===== src/rtl/seq_mul_mac.sv =====
// seq_mul_mac
//   Sequential shift-add multiplier with optional multiply-accumulate.
//   One multiplier bit is consumed per clock; a signed operation subtracts the
//   final partial product (MSB weight -2^(nb-1)). The finished result is
//   optionally added to the running accumulator, and the accumulator always
//   takes the new result.
//
// Ports
//   clk        in   1     clock, rising edge
//   rst_n      in   1     asynchronous active-low reset
//   in_valid   in   1     operands/mode valid
//   in_ready   out  1     operands can be accepted (IDLE only)
//   A          in   nb    multiplicand
//   B          in   nb    multiplier
//   op_signed  in   1     1: two's complement operands, 0: unsigned
//   op_acc     in   1     1: result = A*B + acc, 0: result = A*B
//   Product    out  2*nb  result, stable while out_valid=1
//   out_valid  out  1     Product valid
//   out_ready  in   1     consumer accepts Product
//   busy       out  1     operation in progress (CALC or DONE)

module seq_mul_mac #(
    parameter int nb = 8
) (
    input  logic            clk,
    input  logic            rst_n,
    input  logic            in_valid,
    output logic            in_ready,
    input  logic [nb-1:0]   A,
    input  logic [nb-1:0]   B,
    input  logic            op_signed,
    input  logic            op_acc,
    output logic [2*nb-1:0] Product,
    output logic            out_valid,
    input  logic            out_ready,
    output logic            busy
);

    localparam int PW = 2 * nb;
    localparam int CW = $clog2(nb);

    typedef enum logic [1:0] {
        IDLE = 2'd0,
        CALC = 2'd1,
        DONE = 2'd2
    } state_t;

    state_t          state_q,     state_d;
    logic [PW-1:0]   mcand_q,     mcand_d;
    logic [nb-1:0]   mplier_q,    mplier_d;
    logic            signed_q,    signed_d;
    logic            acc_mode_q,  acc_mode_d;
    logic [PW-1:0]   sum_q,       sum_d;
    logic [CW-1:0]   cnt_q,       cnt_d;
    logic [PW-1:0]   product_q,   product_d;
    logic [PW-1:0]   acc_q,       acc_d;
    logic            in_ready_q,  in_ready_d;
    logic            out_valid_q, out_valid_d;
    logic            busy_q,      busy_d;

    logic [PW-1:0]   term;
    logic [PW-1:0]   sum_next;
    logic [PW-1:0]   result;
    logic            last_iter;

    always_comb begin
        state_d     = state_q;
        mcand_d     = mcand_q;
        mplier_d    = mplier_q;
        signed_d    = signed_q;
        acc_mode_d  = acc_mode_q;
        sum_d       = sum_q;
        cnt_d       = cnt_q;
        product_d   = product_q;
        acc_d       = acc_q;
        in_ready_d  = in_ready_q;
        out_valid_d = out_valid_q;
        busy_d      = busy_q;

        // Multiplicand is shifted left and multiplier right each iteration,
        // so bit k of B always sits at mplier_q[0] with A<<k alongside it.
        term      = mplier_q[0] ? mcand_q : '0;
        last_iter = (cnt_q == CW'(nb - 1));
        sum_next  = (signed_q && last_iter) ? (sum_q - term) : (sum_q + term);
        result    = sum_next + (acc_mode_q ? acc_q : '0);

        unique case (state_q)
            IDLE: begin
                if (in_valid) begin
                    mcand_d    = op_signed ? {{nb{A[nb-1]}}, A} : {{nb{1'b0}}, A};
                    mplier_d   = B;
                    signed_d   = op_signed;
                    acc_mode_d = op_acc;
                    sum_d      = '0;
                    cnt_d      = '0;
                    state_d    = CALC;
                    in_ready_d = 1'b0;
                    busy_d     = 1'b1;
                end
            end
            CALC: begin
                mcand_d  = mcand_q << 1;
                mplier_d = mplier_q >> 1;
                sum_d    = sum_next;
                cnt_d    = cnt_q + CW'(1);
                if (last_iter) begin
                    product_d   = result;
                    acc_d       = result;
                    out_valid_d = 1'b1;
                    state_d     = DONE;
                end
            end
            DONE: begin
                if (out_ready) begin
                    out_valid_d = 1'b0;
                    in_ready_d  = 1'b1;
                    busy_d      = 1'b0;
                    state_d     = IDLE;
                end
            end
            default: begin
                out_valid_d = 1'b0;
                in_ready_d  = 1'b1;
                busy_d      = 1'b0;
                state_d     = IDLE;
            end
        endcase
    end

    always_ff @(posedge clk or negedge rst_n) begin
        if (!rst_n) begin
            state_q     <= IDLE;
            mcand_q     <= '0;
            mplier_q    <= '0;
            signed_q    <= 1'b0;
            acc_mode_q  <= 1'b0;
            sum_q       <= '0;
            cnt_q       <= '0;
            product_q   <= '0;
            acc_q       <= '0;
            in_ready_q  <= 1'b1;
            out_valid_q <= 1'b0;
            busy_q      <= 1'b0;
        end else begin
            state_q     <= state_d;
            mcand_q     <= mcand_d;
            mplier_q    <= mplier_d;
            signed_q    <= signed_d;
            acc_mode_q  <= acc_mode_d;
            sum_q       <= sum_d;
            cnt_q       <= cnt_d;
            product_q   <= product_d;
            acc_q       <= acc_d;
            in_ready_q  <= in_ready_d;
            out_valid_q <= out_valid_d;
            busy_q      <= busy_d;
        end
    end

    assign in_ready  = in_ready_q;
    assign out_valid = out_valid_q;
    assign busy      = busy_q;
    assign Product   = product_q;

endmodule


===== config.mk =====
export PLATFORM = sky130hd
export DESIGN_NAME = seq_mul_mac
export DESIGN_NICKNAME = d
export VERILOG_FILES = /design/src/rtl/seq_mul_mac.sv
export SDC_FILE = /design/constraint.sdc
export NUM_CORES = 1
export LEC_CHECK = 0
export BUFFER_PORTS_ARGS = -buffer_cell sky130_fd_sc_hd__buf_2
export CELL_PAD_IN_SITES_DETAIL_PLACEMENT = 1
export CELL_PAD_IN_SITES_GLOBAL_PLACEMENT = 1
export CORE_MARGIN = 1
export CORE_UTILIZATION = 41
export DETAILED_ROUTE_END_ITERATION = 10
export PLACE_DENSITY_LB_ADDON = 0.12
export SLEW_MARGIN = 30
export SYNTH_ARGS = -nofsm -noshare
export SYNTH_HDL_FRONTEND = slang
export SYNTH_SLANG_ARGS = --single-unit

===== constraint.sdc =====
create_clock -name clk -period 4.75 [get_ports clk]
set_clock_uncertainty 0.15 [all_clocks]
set_input_delay 0.475 -clock clk [delete_from_list [all_inputs] [get_ports clk]]
set_output_delay 0.475 -clock clk [all_outputs]
set_load 0.01 [all_outputs]

==> metrics.md <==
| Metric | Value |
|---|---|
| Area after DPL | `5346 µm²` |
| RSZ-0062 raised after global routing | `yes` |
| Final wirelength | `13,940 µm` |
| Final worst slack | `0.02102 ns` |
| Clock Path Buffers | `2` |
| Clk sinks | `66` |
| Synth area leader | `dfrtp_1` |
| Synth top area cells | `dfrtp_1 34%, nand2_1 8.8%, ha_1 8.6%` |
| Most common cell after layout, fill and taps aside | `nand2_1` |
| Worst Path Required | `4.88 ns` |
| Footprint of the multi-input gates | `3219 µm²` |
| I/O Buffers | `40` |
| Initial Util | `0.4223` |
| Die area | `12,200 µm²` |
| Setup CP Type | `reg -> reg` |
| First-pass GRT wire length | `23,360 µm` |
| Layout area overhead | `24.68%` |
| Die Y | `110.5 µm` |
| Slew headroom | `0.4563` |
| Initial antenna violation count | `0` |
| # IOs | `41` |
| Largest net degree at the start of global routing | `52` |
| Fin crit share | `0.9956` |
| CP endpoint kind | `flop` |
| Vias in the first global route | `4,695` |
| Core Area | `11,420 µm²` |
| Ys flop type | `dfrtp_1` |
| Filler cell count | `1,354` |
| Commonest non-fill, non-tap cells in the layout | `112 x nand2_1, 65 x dfrtp_1, 51 x o21ai_0` |
| Synth cell types | `63` |
| Post-synthesis sequential area ratio | `0.3428` |
| Clock transition at the registers of the reported paths | `0.06 ns` |
| Clock latency at the later pin of the worst-skew pair | `0.34 ns` |
| Post-layout net count | `711` |
| Mean Syn Cell Area | `8.314 µm²` |
| Die Span X | `110.5 µm` |
| Global placement routability congestion | `0.8250` |
| Vias/cell | `5.520` |
| Remaining global-route overflow | `0` |
| Min-delay worst type | `in -> reg` |
| Max-Cap Viols | `0` |
| Final Core Density | `0.5265` |
| Asr flop ratio synth | `1.000` |
| Worst Tran Pin Value | `0.8139 ns` |
| # rows | `39` |
| Avg WL per Cell | `17.43 µm` |
| Syn Nets | `637` |
| Root buffer cell | `clkbuf_16` |
| FF/Latch Area | `1653 µm²` |
| Routed via count | `4,416` |
| Endpoints failing setup | `0` |
| Initial DRC Count | `151` |
| WHS | `0.2011 ns` |
| Post-Synthesis Cells | `580` |
| CP startpoint kind | `flop` |
| Post-synth EDFFs | `0` |
| Max Clock Freq | `211.5 MHz` |
| Share of layout cells above drive strength 1 | `0.2374` |
| Fin. Hold Viols | `0` |
| H-Tree Depth | `3` |
| CTS Buf Count | `9` |
| GRT Util Overall | `0.2368` |
| Yosys warns | `0` |
| DRT Pass-1 Iters | `4` |
| Seq cells post-synth | `66` |
| Slew Limit Fails | `0` |
| Status | `finished, final reports clean` |
| Non-Filler Cell Area, Final | `6012 µm²` |
| Share of the synthesized area in the top cell type | `0.3373` |
| Pre-CTS setup slack | `-0.1978 ns` |
| Final min period | `4.729 ns` |
| Detail Placement HPWL | `9897 µm` |
| Remaining DRCs | `0` |
| Synthesized cell area | `4822 µm²` |
| N_diodes | `0` |
| Arr. time, crit path | `4.86 ns` |
| Post-DRT Antenna Nets | `0` |
| CTS tree | `done` |
| Max FO, Critical Path | `11` |
[sequential cells by signal, summed over array words and instances, names as in the netlist, 2 cells and up]
name	flops
acc_q	16
cnt_q	3
mcand_q	16
mplier_q	8
state_q	2
sum_q	16
[what timing repair did]
action | 4_1_cts | 5_1_grt
endpoints found under the hold margin | 15 | 0
setup buffers | 7 | 10
hold buffers | 1 | 0
endpoints found under the setup margin | 3 | 4
gates resized for setup | 21 | 24
pin swaps | 9 | 24
[Yosys cell counts, types with 3 or more instances]
master / n
inv_1: 22
o21bai_1: 4
or3_1: 4
nand3_1: 17
a21oi_1: 28
and3_1: 5
nand2_1: 113
o21a_1: 7
o21ai_0: 54
clkbuf_1: 24
a21o_1: 4
or2_2: 3
a211oi_1: 6
a31o_2: 4
nand3b_1: 3
o31ai_1: 3
nand2b_1: 9
nor2b_1: 6
nor3_1: 5
mux2i_1: 14
xor2_1: 14
dfrtp_1: 65
xnor2_1: 16
o22ai_1: 4
nand4_1: 5
a31oi_1: 4
and2_1: 17
ha_1: 33
a22oi_1: 9
nor2_1: 35
[logic make-up (layout without fill, tap and decap cells)]
group | count (synthesis) | in the layout | share of synthesized area
simple gates | 231 | 231 | 0.2247
compound gates | 153 | 153 | 0.2060
flops | 66 | 66 | 0.3428
buf+inv | 47 | 124 | 0.03684
fa+ha+maj | 35 | 35 | 0.09393
xor+xnor | 31 | 31 | 0.05916
mux | 17 | 17 | 0.03658
[path summary, 6_finish.rpt]
kind | start | end | slack [ns] | cells past startpoint
worst max register to register | cnt_q[1]$_DFFE_PN0P_ | acc_q[12]$_DFFE_PN0P_ | 0.02 | 19
worst min register to register | mplier_q[6]$_DFFE_PN0P_ | mplier_q[5]$_DFFE_PN0P_ | 0.34 | 2
max in group asynchronous | rst_n | sum_q[14]$_DFFE_PN0P_ | 3.01 | 3
worst max-delay path | cnt_q[1]$_DFFE_PN0P_ | acc_q[12]$_DFFE_PN0P_ | 0.02 | 19
worst min-delay path | B[7] | mplier_q[7]$_DFFE_PN0P_ | 0.20 | 3
min in group asynchronous | rst_n | acc_q[2]$_DFFE_PN0P_ | 0.43 | 2
[through the flow]
step,cells,setup TNS [ns]
global route,800,-0.5771
CTS,790,0
finish,800,0
floorplan,580,0
global placement,768,-0.02862
detailed placement,768,-0.3796
[critical path: stages, from the launching register on]
cell	delay [ns]
dfrtp_1	0.40
ha_2	0.21
ha_4	0.16
and2_4	0.17
buf_4	0.17
nor2_1	0.17
xor2_1	0.19
ha_1	0.34
a21oi_1	0.21
o21ai_0	0.14
and2_1	0.20
o31ai_2	0.30
nand2_1	0.14
xnor2_2	0.16
ha_1	0.36
and3_1	0.20
a211oi_1	0.30
xnor3_1	0.28
or3_1	0.32
nand3_1	0.08
[cell type report]
cell class | count | area share
Clock buffer | 11 | 0.04037
Clock inverter | 3 | 0.01082
Inverter | 22 | 0.01374
Multi-Input combinational cell | 467 | 0.5355
Sequential cell | 66 | 0.2749
Tap cell | 143 | 0.02976
Timing Repair Buffer | 88 | 0.09490
[metal layers]
layer	routed length [µm]	GRT usage	part of all wire	up-vias
met5	0	0	0	-
met4	269	0.08267	0.019	0
met3	283	0.03293	0.020	21
met2	6941	0.4099	0.50	53
met1	6450	0.3012	0.46	2156
li1	-	-	-	2186
Power is not shown: default switching activity piles up to over one toggle a cycle in this logic, so the estimate is an artifact.
